File: config.mk
export PLATFORM = sky130hd
export DESIGN_NAME = bp_fe_queue_issuer
export DESIGN_NICKNAME = d
export VERILOG_FILES = /design/src/rtl/bp_fe_queue_issuer.sv
export SDC_FILE = /design/constraint.sdc
export NUM_CORES = 1
export LEC_CHECK = 0
export CORE_MARGIN = 4
export CORE_UTILIZATION = 45
export CTS_CLUSTER_DIAMETER = 60
export DETAILED_ROUTE_END_ITERATION = 8
export PLACE_DENSITY_LB_ADDON = 0.3
export SETUP_SLACK_MARGIN = 0.15
export SYNTH_ARGS = -nofsm -noshare
export SYNTH_HDL_FRONTEND = slang
export SYNTH_SLANG_ARGS = --single-unit
File: constraint.sdc
create_clock -name clk_i -period 11.5 [get_ports clk_i]
set_clock_uncertainty 0.1 [all_clocks]
set_input_delay 2.3 -clock clk_i [delete_from_list [all_inputs] [get_ports clk_i]]
set_output_delay 2.3 -clock clk_i [all_outputs]
set_load 0.1 [all_outputs]
File: src/rtl/bp_fe_queue_issuer.sv
// FE->BE fetch queue transmitter: packs fetch results into fe_queue messages,
// buffers them in a small FIFO and stalls fetch after an exception until a redirect.
module bp_fe_queue_issuer #(
  parameter int unsigned vaddr_width_p = 39,
  parameter int unsigned instr_width_p = 32,
  parameter int unsigned meta_width_p  = 36,
  parameter int unsigned els_p         = 2
) (
  input  logic                                                 clk_i,
  input  logic                                                 reset_n_i,
  input  logic                                                 fetch_v_i,
  output logic                                                 fetch_ready_o,
  input  logic [vaddr_width_p-1:0]                             fetch_pc_i,
  input  logic [instr_width_p-1:0]                             fetch_instr_i,
  input  logic [meta_width_p-1:0]                              fetch_meta_i,
  input  logic                                                 fetch_exc_v_i,
  input  logic [1:0]                                           fetch_exc_i,
  input  logic                                                 flush_i,
  output logic [vaddr_width_p+instr_width_p+meta_width_p:0]    fe_queue_o,
  output logic                                                 fe_queue_v_o,
  input  logic                                                 fe_queue_ready_i,
  output logic                                                 stall_o,
  output logic [7:0]                                           drop_cnt_o
);

  localparam int unsigned idx_width_lp = $clog2(els_p);
  localparam int unsigned q_width_lp   = 1 + vaddr_width_p + instr_width_p + meta_width_p;

  typedef enum logic {StRun, StStall} state_e;

  state_e                  state_q, state_d;
  logic [idx_width_lp:0]   wptr_q, wptr_d, rptr_q, rptr_d;
  logic [7:0]              drop_q, drop_d;
  logic [q_width_lp-1:0]   mem_q [els_p];

  logic                    empty, full, enq, deq;
  logic [idx_width_lp:0]   occ;
  logic [8:0]              drop_sum;
  logic [q_width_lp-1:0]   enq_entry;

  // Pointers carry one extra wrap bit so full and empty are distinguishable.
  assign empty = (wptr_q == rptr_q);
  assign full  = (wptr_q[idx_width_lp-1:0] == rptr_q[idx_width_lp-1:0])
               & (wptr_q[idx_width_lp] != rptr_q[idx_width_lp]);
  assign occ   = wptr_q - rptr_q;

  assign fetch_ready_o = (state_q == StRun) & ~full & ~flush_i;
  assign enq           = fetch_v_i & fetch_ready_o;
  assign fe_queue_v_o  = ~empty & ~flush_i;
  assign deq           = fe_queue_v_o & fe_queue_ready_i;
  assign fe_queue_o    = empty ? '0 : mem_q[rptr_q[idx_width_lp-1:0]];
  assign stall_o       = (state_q == StStall);
  assign drop_cnt_o    = drop_q;

  assign enq_entry = fetch_exc_v_i
    ? {1'b1, fetch_pc_i, {(instr_width_p-2){1'b0}}, fetch_exc_i, {meta_width_p{1'b0}}}
    : {1'b0, fetch_pc_i, fetch_instr_i, fetch_meta_i};

  assign drop_sum = {1'b0, drop_q} + 9'(occ);

  always_comb begin
    state_d = state_q;
    wptr_d  = wptr_q;
    rptr_d  = rptr_q;
    drop_d  = drop_q;
    if (flush_i) begin
      // Redirect discards all buffered work; the dropped entries are tallied.
      state_d = StRun;
      rptr_d  = wptr_q;
      drop_d  = drop_sum[8] ? 8'hff : drop_sum[7:0];
    end else begin
      if (enq) wptr_d = wptr_q + 1'b1;
      if (deq) rptr_d = rptr_q + 1'b1;
      unique case (state_q)
        StRun:   if (enq && fetch_exc_v_i) state_d = StStall;
        StStall: state_d = StStall;
        default: state_d = StRun;
      endcase
    end
  end

  always_ff @(posedge clk_i or negedge reset_n_i) begin
    if (!reset_n_i) begin
      state_q <= StRun;
      wptr_q  <= '0;
      rptr_q  <= '0;
      drop_q  <= '0;
    end else begin
      state_q <= state_d;
      wptr_q  <= wptr_d;
      rptr_q  <= rptr_d;
      drop_q  <= drop_d;
    end
  end

  always_ff @(posedge clk_i) begin
    if (enq) mem_q[wptr_q[idx_width_lp-1:0]] <= enq_entry;
  end

endmodule

* After elaboration in Yosys (flattened, before gate mapping) *
Memory sizes are Yosys's and may differ from the RTL's.
Cells that the tools add are included.

word-level totals
  flip-flop bits (word level) = 13
  RAM bits = 216
  input bits = 115
  output and inout bits = 119
  word-level logic and storage cells = 35
  memories = 1

operators by class
  add/subtract/negate cells = 4
  equal/unequal tests = 3
  multiplexer cells = 10
  bitwise gates (word level) = 10
  reductions and logical operators = 3

memory list
  name   words  width  rd ports  clocked after memory_dff  wr ports  line  text
  mem_q  2      108    1         0                         1         34    logic [q_width_lp-1:0] mem_q [els_p];

operators with widths
  operator             number
  $mux 108             2
  $add 8x2->9          1
  $mux 8               1
  $and 1x1->1          6
  $add 2x1->2 const B  2
  $mux 1               4
  $mux 2               2
  $not 1->1            4
  $eq 2x2->1           1
  $pmux 1 s2           1
  $reduce_and 2->1     1
  $reduce_bool 2->1    1
  $sub 2x2->2          1
  $eq 1x1->1           1
  $logic_and 1x1->1    1
  $ne 1x1->1           1

* Depth between registers and ports, before layout *
Gate-level depths: netlist of run 1.

  depth in word-level cells = 10
  gate-level depth with buffers = 9
  depth with buffers taken out = 8

* Least setup slack after synthesis of run 1 *
Ideal clock, no wire load.

  kind = input port to output port
  from = input flush_i
  to = output fetch_ready_o
  data arrival time = 4.652 ns
  data required time = 9.100 ns
  slack = 4.448 ns
  cell stages on the path = 2
  buffers on the path = 0
  path through = nor2_1 -> a21boi_0

on the way
  word-level cells in the longest chain between the ends = 2

RTL lines
  element                     line  text
  from (decl)                 18    input logic flush_i,
  $not 1->1 (no source line)  -
  $and 1x1->1                 47    assign fetch_ready_o = (state_q == StRun) & ~full & ~flush_i;
  to (decl)                   12    output logic fetch_ready_o,

Every way passes these cells.

* Final worst setup path of run 1 *
  from = register rptr_q[0]
  to = output fe_queue_o[3]

on the way
  word-level cells in the longest chain between the ends = 2

RTL lines
  element                                             line  text
  from (decl)                                         32    logic [idx_width_lp:0] wptr_q, wptr_d, rptr_q, rptr_d;
  from (signal assigned)                              91    rptr_q <= rptr_d;
  $mem_v2 2x108 / $eq 2x2->1 (equally long branches)  -
  $mux 108 (*)                                        51    assign fe_queue_o = empty ? '0 : mem_q[rptr_q[idx_width_lp-1:0]];
  to (decl)                                           19    output logic [vaddr_width_p+instr_width_p+meta_width_p:0] fe_queue_o,

Mark *: on every way between the ends. The rest lies on a longest branch, timed or not.

==> results.txt, run 1 <==
The register cell area after layout came out at 0.00682 sq mm. The critical path is of the flip-flop to primary output type. In this run the critical register-to-register path is captured at mem_q[0][67]$_DFFE_PP_. Of all nets on the critical path, the largest fanout is 83. The first global-routing pass estimated 31300 um of wire. The delay of the slowest cell on the worst path is 1.11 ns.

The TritonCTS clock tree is built. The worst min-delay path class is flip-flop to flip-flop. The initial antenna violation count came out at 1. The fill cell total of the finished layout came out at 1557. The number of buffers on the longest clock path is 3. The highest clock frequency the design can meet came out at 139 MHz. The estimated wirelength of the detail-placed design came out at 12800 um.

The post-detailed-route wirelength per cell came out at 17.7 um. The run finished with clean final reports. Sequential elements use 73.0% of the synthesized area. The number of cells traversed by the worst register-to-register path is 5.

The layout overhead on the synthesized area came out at 34.8%. The clock buffer count from CTS came out at 24. Clock latency on the worst-skew pair, taken at its later pin, is 0.51 ns.

The initial utilization of the core area, before any placement, comes to 45.9%. The number of distinct library cells after synthesis came out at 34. The height of the die is 152 um. The register-to-register path setup slack came out at 7.57 ns. In this run the core area contains 52 standard-cell rows. Among cell families on the critical path, the largest total delay comes from buffers and inverters. The max-slew violation count came out at 0. The routed wire length came out at 19900 um.

The total congestion overflow after global routing is 0. The setup TNS is 0 ns. The number of optimization iterations in the first detailed-route pass came out at 4. Counting every instance in the synthesized netlist gives 609. The transition time at the pin with the least slew margin is 1.04 ns. The most area-hungry cell type in the Yosys netlist is edfxtp_1.

The count of buffers inserted at the top-level ports is 233. The number of diodes added for antenna fixing came out at 0. Once the clock tree was built, the resizer swapped 0 gates to a different size. The pin count of the biggest net entering global routing is 84. The overall routing resource usage is 16.5%. In this run the cell area of the synthesized design comes to 0.00933 sq mm. In this run the count of I/O pins placed on the die edge is 234. In the final layout, the multi-input gates occupy 0.00233 sq mm. For the worst setup path, the data required time is 9.10 ns. Walking the worst path, the cells encountered are ha_1 -> clkinv_1 -> nor2_4 -> buf_4 -> nor2_1 -> clkdlybuf4s50_1. The number of setup violations in the final report came out at 0. The largest individual stage delay along the critical path comes from the cell dfrtp_4. The post-synthesis area per instance is 15.3 sq um. The post-synth net total is 728.

The worst setup path is launched from a flip-flop. For hold timing, the worst endpoint is stall_o$_DFF_PN0_. The number of DRC violations after detailed-routing iteration 0 is 238.

The post-route antenna net violation count is 0. The routed via count divided by cell count came out at 4.97. The endpoint class of the critical path is a primary output. The DRC violations left is 0.

The via count of the first global-routing pass came out at 5954. The post-synthesis sequential element count is 229. The clock net sink count is 229. Setup repair after global routing left no endpoint under its margin. The launch instance of the worst register-to-register path is rptr_q[0]$_DFFE_PN0P_. The worst path uses 62.8% of the clock period. The fraction of final layout cells with drive strength greater than 1 is 5.13%. The total buffers and inverters traversed by the critical path is 3.

The routed design could run at a clock period as short as 7.22 ns. The number of stages on the worst hold path is 1. The worst path arrival time is 4.82 ns. The final net count came out at 959. The die covers 0.0231 sq mm.

The top cell type's share of synthesized area is 69.6%. The number of buffers inserted by post-CTS setup repair is 0. The cell chosen for the clock root is clkbuf_16. The vias after detailed routing came out at 5601. Max-cap violations in this run came to 0. The hold-fix buffer count after cts came out at 0. The hold violation count in the final report is 0. After clock tree synthesis, the clock-pin slew on the worst setup and hold paths is 0.06 ns.

Sorting the synthesized cells by area gives the leading types as edfxtp_1 (70%), mux2i_1 (12%), nor2b_1 (4.6%), nor2_1 (4.5%), dfrtp_1 (3.5%). The number of warnings reported in the yosys synthesis log came out at 0. The die extent in x came out at 152 um.

The startpoint identified for the worst hold timing path is stall_o$_DFF_PN0_. In this run the standard cell core region covers 0.0203 sq mm. Routability-driven placement finished with a final weighted congestion of 0.829. The headroom to the max-slew limit is 30.7%. The deepest level of the CTS H-tree came out at 1.
[sequential cells by signal, summed over array words and instances, names as in the netlist]
| signal | flops |
|---|---|
| drop_cnt_o | 8 |
| mem_q | 216 |
| stall_o | 1 |
| rptr_q | 2 |
| wptr_q | 2 |
[worst max path at each step]
stage / slack (ns) / from / cells past startpoint / endpoint
after detailed placement: 4.42 / flush_i / 4 / fetch_ready_o
after CTS: 4.19 / rptr_q[0]$_DFFE_PN0P_ / 6 / fe_queue_o[3]
final: 4.28 / rptr_q[0]$_DFFE_PN0P_ / 6 / fe_queue_o[3]
after global placement: 4.49 / flush_i / 4 / fetch_ready_o
after floorplan: 4.45 / flush_i / 2 / fetch_ready_o
after global routing: 3.93 / rptr_q[0]$_DFFE_PN0P_ / 6 / fe_queue_o[32]
[routing by layer]
metal | wire, um | part of all wire [%] | track usage (%)
met2 | 10100 | 51 | 28.9
met4 | 410 | 2.1 | 4.49
met3 | 1290 | 6.5 | 4.12
met5 | 13 | 0.065 | 0
met1 | 8100 | 41 | 20.6
[metrics by stage]
stage	hold slack (ns)	std cells	utilization [%]	area, sq um	setup slack, ns
detailed placement	0.465	1084	58.5	11900	4.42
global placement	0.428	1084	58.5	11900	4.49
finish	0.485	1127	61.9	12600	4.28
CTS	0.482	1127	61.9	12600	4.19
global route	0.516	1127	61.9	12600	3.93
floorplan	0.420	609	-	9330	4.45
[cell usage after synthesis]
master and n:
o21ai_0 3, nor2_2 1, dfrtp_1 13, ha_1 3, nor3_1 1, buf_2 22, o21a_1 1, a22o_1 1
nand3_1 5, fa_1 1, buf_6 2, xor2_2 1, or3_1 2, o211ai_1 2, xor2_1 1, nor2b_1 68
and2_1 2, inv_1 5, and4_1 1, clkbuf_1 9, a22oi_1 1, xnor2_1 4, a21boi_0 1, nand4_1 3
o2111ai_1 1, mux2_2 2, a2bb2oi_1 2, mux2i_1 111, a21oi_1 3, o211a_1 1, clkinv_1 1, edfxtp_1 216
nand2_1 8, nor2_1 111
[cells by family (layout without fill, tap and decap cells)]
family	count (synthesis)	in the layout	share of synthesized area (%)
flip-flops	229	229	73.0
XOR/XNOR	6	6	0.644
adder cells (fa/ha/maj)	4	4	0.617
AND/OR/NAND/NOR	202	202	10.3
buffers and inverters	39	287	2.03
AO/OA/AOI/OAI	16	16	1.21
multiplexers	113	113	12.2
[area by class of cell]
type                    count  share of cell area [%]
flip-flops and latches    229                    54.2
repair buffers            238                    18.8
multi-input cells         341                    18.6
clock buffers              34                    5.08
well taps                 270                    2.69
clock inverters             9                   0.458
inverters                   6                   0.199
[placed cells by master (no fill, tap or decap), types with 2 or more instances in the layout]
cell type	count
a21oi_1	3
a2bb2oi_1	2
buf_4	5
clkbuf_1	10
clkbuf_16	24
clkdlybuf4s50_1	232
clkinv_1	3
clkinv_2	5
dfrtp_1	12
edfxtp_1	216
ha_1	3
inv_1	4
mux2_2	2
mux2i_1	111
nand2_1	8
nand3_1	5
nand4_1	3
nor2_1	111
nor2b_1	68
o211ai_1	2
o21ai_0	3
or3_1	2
xnor2_1	4
Power of run 1 is left out: the tool's default activity adds up to more than one toggle a clock period on the data nets, which glitch-free logic cannot reach.
==> inputs of run 2 (changes only) <==
--- a/config.mk
+++ b/config.mk
@@ -6,7 +6,7 @@
 export NUM_CORES = 1
 export LEC_CHECK = 0
 export CORE_MARGIN = 4
-export CORE_UTILIZATION = 45
+export CORE_UTILIZATION = 44
 export CTS_CLUSTER_DIAMETER = 60
 export DETAILED_ROUTE_END_ITERATION = 8
 export PLACE_DENSITY_LB_ADDON = 0.3
==> constraint.sdc (replaced) <==
create_clock -name clk_i -period 5.89 [get_ports clk_i]
set_clock_uncertainty 0.1 [all_clocks]
set_input_delay 1.178 -clock clk_i [delete_from_list [all_inputs] [get_ports clk_i]]
set_output_delay 1.178 -clock clk_i [all_outputs]
set_load 0.1 [all_outputs]
==> results.txt, run 2 (synthesized netlist as in run 1, its figures left out) <==
The post-cts repair resize count came out at 0 (unchanged). The routed wire length came out at 20300 um (was 19900 um). The met1 track demand over resource in global routing came to 20.5% (was 20.6%). The count of standard-cell rows came out at 52 (unchanged). The end-of-flow core utilization is 61.9% (about the same). The clock buffer count from CTS came to 24 (unchanged). The full die area came out at 0.0236 sq mm (was 0.0231 sq mm). The count of buffers inserted at the top-level ports was 233 (unchanged). The post-detailed-route wirelength per cell came out at 18.0 um (was 17.7 um). The routed via count divided by cell count came out at 5.00 (was 4.97). The clock net sink count came to 229 (unchanged).

The number of buffers inserted by post-CTS setup repair is 0 (unchanged). The number of cells traversed by the worst register-to-register path came out at 5 (unchanged). The register-to-register path setup slack is 3.07 ns (was 7.57 ns).

The number of buffers on the longest clock path is 3 (unchanged). The met2 usage came out at 29.5% (was 28.9%). The headroom to the max-slew limit came out at 32.1% (was 30.7%). The capture instance of the worst register-to-register path is mem_q[0][106]$_DFFE_PP_ (was mem_q[0][67]$_DFFE_PP_). The DRC violations left came out at 0 (unchanged). The pin count of the biggest net entering global routing came out at 113 (was 84). The hold-fix buffer count after cts came out at 0 (unchanged). The cell chosen for the clock root is clkbuf_16 (unchanged). Commonest cells after routing, fill and taps aside: clkdlybuf4s50_1 (231), edfxtp_1 (216), mux2i_1 (111), nor2_1 (111), nor2b_1 (68) (was clkdlybuf4s50_1 (232), edfxtp_1 (216), mux2i_1 (111), nor2_1 (111), nor2b_1 (68)). The fraction of final layout cells with drive strength greater than 1 came out at 6.05% (was 5.13%).

The height of the die came out at 154 um (was 152 um). The estimated wirelength of the detail-placed design is 13000 um (was 12800 um). The total congestion overflow after global routing came out at 0 (unchanged). The most common cell after layout, fill and taps aside is clkdlybuf4s50_1 (unchanged). The I/O pin total is 234 (unchanged). The worst path arrival time is 3.45 ns (was 4.82 ns). The critical path endpoint is fe_queue_o[7] (was fe_queue_o[3]). The reported max-cap violation count is 0 (unchanged). The number of optimization iterations in the first detailed-route pass is 4 (unchanged). The weighted congestion at the end of routability-driven global placement was 0.796 (was 0.829). The fill cell total of the finished layout is 1531 (was 1557). The area of the core region is 0.0206 sq mm (was 0.0203 sq mm). The via count of the first global-routing pass is 6155 (was 5954). The final worst-path cycle share is 80.3%.

The launch instance of the worst register-to-register path is rptr_q[0]$_DFFE_PN0P_ (unchanged). The max-slew violation count came to 0 (unchanged). The global-route track usage on met3 came to 3.91% (was 4.12%). The highest clock frequency the design can meet came out at 211 MHz. The required time of the critical path is 4.61 ns (was 9.10 ns). The TritonCTS clock tree is built (unchanged). The flip-flop count of the largest register, all copies and words added is 216 (unchanged). The number of DRC violations after detailed-routing iteration 0 came out at 295 (was 238).

The die extent in x is 154 um (was 152 um). The effective utilization at floorplan came out at 45.4% (was 45.9%). The overall routing resource usage is 16.6% (was 16.5%). RSZ-0062 raised after global routing: no (unchanged).

The startpoint type of the worst setup path is a flip-flop (unchanged). The worst min-delay path class was flip-flop to flip-flop (unchanged). The transition time at the pin with the least slew margin is 1.02 ns (was 1.04 ns). The final critical path time including I/O delays and setup is 4.73 ns. The layout overhead on the synthesized area came out at 36.5% (was 34.8%).

The final net count came out at 961 (was 959). The initial antenna violation count came out at 1 (unchanged). The most used routing layer is met2 (unchanged). The deepest level of the CTS H-tree is 1 (unchanged). The number of setup violations in the final report is 0 (unchanged). The hold violation count in the final report came to 0 (unchanged). The largest fanout on the critical path is 109 (was 83).

The clock-pin slew reported for the worst setup and hold paths after clock tree synthesis is 0.06 ns (about the same). Status: finished, final reports clean (unchanged). The clock latency on the worst-skew pair came out at 0.50 ns (was 0.51 ns). The setup TNS is 0 ns (unchanged). The startpoint-to-endpoint class of the critical path was flip-flop to primary output (unchanged). The post-route antenna net violation count is 0 (unchanged). The endpoint class of the critical path was a primary output (unchanged).

The startpoint of the worst setup timing path is rptr_q[0]$_DFFE_PN0P_ (unchanged). The wire length of the first global-routing pass came out at 31600 um (was 31300 um). The vias after detailed routing is 5660 (was 5601).
-- run 2: cell types whose count changed in the layout (fill, tap and decap cells not counted) --
cell,before,now
clkbuf_1,10,5
bufinv_16,0,3
clkbuf_8,0,3
buf_12,0,2
buf_4,5,6
clkbuf_16,24,25
clkdlybuf4s50_1,232,231
clkinv_1,3,4
clkinv_4,1,0
clkinv_8,1,0
diode_2,0,1
-- run 2: how the worst min path moves through the flow --
stage                              start                   endpoint  slack, ns  cells past startpoint
5_1_grt            wptr_q[0]$_DFFE_PN0P_      rptr_q[0]$_DFFE_PN0P_       0.49                      2
3_5_place_dp   drop_cnt_o[0]$_DFFE_PN0P_  drop_cnt_o[0]$_DFFE_PN0P_       0.43                      2
4_1_cts        drop_cnt_o[0]$_DFFE_PN0P_  drop_cnt_o[0]$_DFFE_PN0P_       0.45                      2
2_1_floorplan      wptr_q[0]$_DFFE_PN0P_      rptr_q[0]$_DFFE_PN0P_       0.42                      2
3_3_place_gp   drop_cnt_o[0]$_DFFE_PN0P_  drop_cnt_o[0]$_DFFE_PN0P_       0.45                      2
6_report       drop_cnt_o[0]$_DFFE_PN0P_  drop_cnt_o[0]$_DFFE_PN0P_       0.45                      2
-- run 2: metrics by stage --
step	area, sq um	hold WS [ns]	std cells	setup WS, ns
5_1_grt	12700	0.494	1131	1.09
3_3_place_gp	11900	0.446	1086	1.46
4_1_cts	12700	0.448	1130	1.20
3_5_place_dp	11900	0.433	1086	1.43
2_1_floorplan	9330	0.420	609	1.08
6_report	12700	0.446	1131	1.16
-- run 2: final cells by class --
class | instances | area [sq um] | area share, %
multi-input cells | 341 | 2330 | 18.3
inverters | 6 | 25.0 | 0.197
well taps | 270 | 338 | 2.65
diodes | 1 | 2.50 | 0.0197
repair buffers | 240 | 2400 | 18.9
flip-flops and latches | 229 | 6820 | 53.5
clock inverters | 11 | 126 | 0.993
clock buffers | 33 | 686 | 5.39
-- run 2: metal layers --
layer  vias up  part of all wire, %
li1       2663                    -
met1      2768                   41
met2       204                   51
met3        25                  6.6
met4         0                  1.6
met5         -                    0
-- run 2: worst max-delay path, stage by stage, from the launching register on --
cell	delay, ns
dfrtp_4	0.49
ha_1	0.35
clkinv_1	0.23
nor2_4	0.19
buf_12	0.30
nor2_1	0.16
clkdlybuf4s50_1	1.01
Power of run 2 is left out for the same reason.
==> inputs of run 3 (changes only) <==
--- a/config.mk
+++ b/config.mk
@@ -6,7 +6,7 @@
 export NUM_CORES = 1
 export LEC_CHECK = 0
 export CORE_MARGIN = 4
-export CORE_UTILIZATION = 44
+export CORE_UTILIZATION = 45
 export CTS_CLUSTER_DIAMETER = 60
 export DETAILED_ROUTE_END_ITERATION = 8
 export PLACE_DENSITY_LB_ADDON = 0.3
==> constraint.sdc (replaced) <==
create_clock -name clk_i -period 4.5 [get_ports clk_i]
set_clock_uncertainty 0.1 [all_clocks]
set_input_delay 0.9 -clock clk_i [delete_from_list [all_inputs] [get_ports clk_i]]
set_output_delay 0.9 -clock clk_i [all_outputs]
set_load 0.1 [all_outputs]
==> results.txt, run 3 (synthesized netlist as in run 1, its figures left out) <==
The kind of cell adding the most delay to the critical path is buffers and inverters (unchanged). The worst min-delay path class is flip-flop to flip-flop (unchanged). The filler-free cell count of the finished design is 1129 (was 1131). The die extent in x came to 152 um (was 154 um). The number of setup violations in the final report came out at 0 (unchanged). The hold violation count in the final report came out at 0 (unchanged). The worst hold slack is 0.463 ns (was 0.446 ns).

The hold-fix buffer count after cts came out at 0 (unchanged). The reported max-cap violation count came out at 0 (unchanged). The effective utilization at floorplan is 45.9% (was 45.4%).

The max-slew violation count came to 0 (unchanged). The startpoint-to-endpoint class of the critical path is flip-flop to primary output (unchanged). The overall routing resource usage is 16.7% (was 16.6%). The transition time at the pin with the least slew margin is 0.978 ns (was 1.02 ns). The post-placement cell area came out at 0.0117 sq mm (was 0.0119 sq mm). The most common cell after layout, fill and taps aside is edfxtp_1 (was clkdlybuf4s50_1). The estimated wirelength of the detail-placed design came to 13200 um (was 13000 um).

The clock latency on the worst-skew pair came out at 0.49 ns (was 0.50 ns). The number of optimization iterations in the first detailed-route pass came out at 4 (unchanged). In this design, the critical path's most frequently occurring cell is buf_4. The routed wire length is 20100 um (was 20300 um). The wire length of the first global-routing pass came to 31500 um (was 31600 um). Commonest cells after routing, fill and taps aside: edfxtp_1 (216), clkdlybuf4s50_1 (122), buf_4 (115) (was clkdlybuf4s50_1 (231), edfxtp_1 (216), mux2i_1 (111), nor2_1 (111), nor2b_1 (68)). Critical path, cell by cell: ha_1 -> clkinv_1 -> nor2_4 -> buf_4 -> nor2_1 -> buf_4 (was ha_1 -> clkinv_1 -> nor2_4 -> buf_12 -> nor2_1 -> clkdlybuf4s50_1). The endpoint class of the critical path is a primary output (unchanged). The routed via count divided by cell count was 5.02 (was 5.00). The via count of the first global-routing pass came to 6091 (was 6155).

The initial antenna violation count is 0 (was 1). The most used routing layer is met2 (unchanged). The area of the core region came to 0.0203 sq mm (was 0.0206 sq mm). The final net count came to 961 (unchanged).

The count of buffers inserted at the top-level ports came out at 233 (unchanged). The number of diodes added for antenna fixing is 0 (was 1). The vias after detailed routing came to 5667 (was 5660). The count of standard-cell rows is 52 (unchanged). The I/O pin total is 234 (unchanged). The height of the die is 152 um (was 154 um).

The cell count after placement is 1087 (was 1086). The met2 usage is 29.5% (about the same). The clock net sink count is 229 (unchanged). The total congestion overflow after global routing is 0 (unchanged). The fraction of final layout cells with drive strength greater than 1 is 18.4% (was 6.05%). The final instance area is 0.0124 sq mm (was 0.0127 sq mm). The deepest level of the CTS H-tree was 1 (unchanged).

The clock buffer count from CTS is 23 (was 24). The post-route antenna net violation count came to 0 (unchanged). The number of DRC violations after detailed-routing iteration 0 came to 306 (was 295). Status: finished, final reports clean (unchanged). The TritonCTS clock tree was built (unchanged). The delay of the slowest cell on the worst path was 0.55 ns (was 1.01 ns).

For this run, the top clock speed supported by timing is 263 MHz. The cell chosen for the clock root is clkbuf_16 (unchanged). The layout overhead on the synthesized area came to 33.0% (was 36.5%). The slowest cell on the critical path was buf_4 (was clkdlybuf4s50_1). The number of buffers on the longest clock path is 3 (unchanged). The clock-pin slew reported for the worst setup and hold paths after clock tree synthesis is 0.06 ns (about the same).

The total buffers and inverters traversed by the critical path was 3 (unchanged). The number of buffers inserted by post-CTS setup repair came out at 0 (unchanged). The worst path arrival time was 2.80 ns (was 3.45 ns). The fill cell total of the finished layout is 1562 (was 1531). The startpoint type of the worst setup path is a flip-flop (unchanged). The pin count of the biggest net entering global routing is 113 (unchanged). The flip-flop count of the largest register, all copies and words added is 216 (unchanged). The final worst-path cycle share came out at 84.4%. The required time of the critical path was 3.50 ns (was 4.61 ns). RSZ-0062 raised after global routing: no (unchanged). The headroom to the max-slew limit came out at 34.6% (was 32.1%).

The DRC violations left came to 0 (unchanged). The final critical path time including I/O delays and setup came out at 3.80 ns. The full die area came to 0.0231 sq mm (was 0.0236 sq mm).

The weighted congestion at the end of routability-driven global placement is 0.817 (was 0.796). The setup TNS is 0 ns (unchanged). The post-cts repair resize count came out at 0 (unchanged).

The largest fanout on the critical path came to 62 (was 109). The post-detailed-route wirelength per cell came out at 17.8 um (was 18.0 um). The met1 track demand over resource in global routing is 20.7% (was 20.5%). The global-route track usage on met3 came to 3.38% (was 3.91%).
run 3: cell count changes in the layout (fill, tap and decap cells not counted), moves of 2 or more:
cell,delta
buf_4,+109
clkdlybuf4s50_1,-109
clkbuf_8,-2
clkinv_2,-2
run 3: area by class of cell:
type | instances | area, sq um | share of cell area, %
multi-input cells | 341 | 2330 | 18.8
well taps | 270 | 338 | 2.72
flip-flops and latches | 229 | 6820 | 54.9
inverters | 6 | 25.0 | 0.202
repair buffers | 241 | 2150 | 17.3
clock inverters | 11 | 108 | 0.867
clock buffers | 31 | 637 | 5.13
run 3: layer usage:
metal  vias up  wire [um]
li1       2667          -
met4         0        500
met3        40       1210
met2       200      10400
met1      2760       8010
met5         -          0
run 3: path summary, 6_finish.rpt:
kind                                        endpoint  slack, ns                      start  cells after the start
max                                    fe_queue_o[5]       0.70      rptr_q[0]$_DFFE_PN0P_                      6
min                        drop_cnt_o[0]$_DFFE_PN0P_       0.46  drop_cnt_o[0]$_DFFE_PN0P_                      2
max reg2reg                drop_cnt_o[3]$_DFFE_PN0P_       1.81      rptr_q[0]$_DFFE_PN0P_                      7
min reg2reg                drop_cnt_o[0]$_DFFE_PN0P_       0.46  drop_cnt_o[0]$_DFFE_PN0P_                      2
max in group asynchronous      rptr_q[0]$_DFFE_PN0P_       3.15                  reset_n_i                      1
min in group asynchronous  drop_cnt_o[2]$_DFFE_PN0P_       0.69                  reset_n_i                      1
run 3: per-stage QoR:
| step | setup WS, ns | util [%] |
|---|---|---|
| 3_3_place_gp | 1.10 | 57.4 |
| 6_report | 0.704 | 61.1 |
| 3_5_place_dp | 1.04 | 57.4 |
| 5_1_grt | 0.512 | 61.1 |
| 4_1_cts | 0.675 | 61.1 |
| 2_1_floorplan | 0.166 | - |
run 3: tightest hold or removal path, delay by kind of cell, from the launching register on:
family	cells	cell delay (ns)
mux	1	0.08
simple gates	1	0.06
flops	1	0.38
Power of run 3 is left out for the same reason.
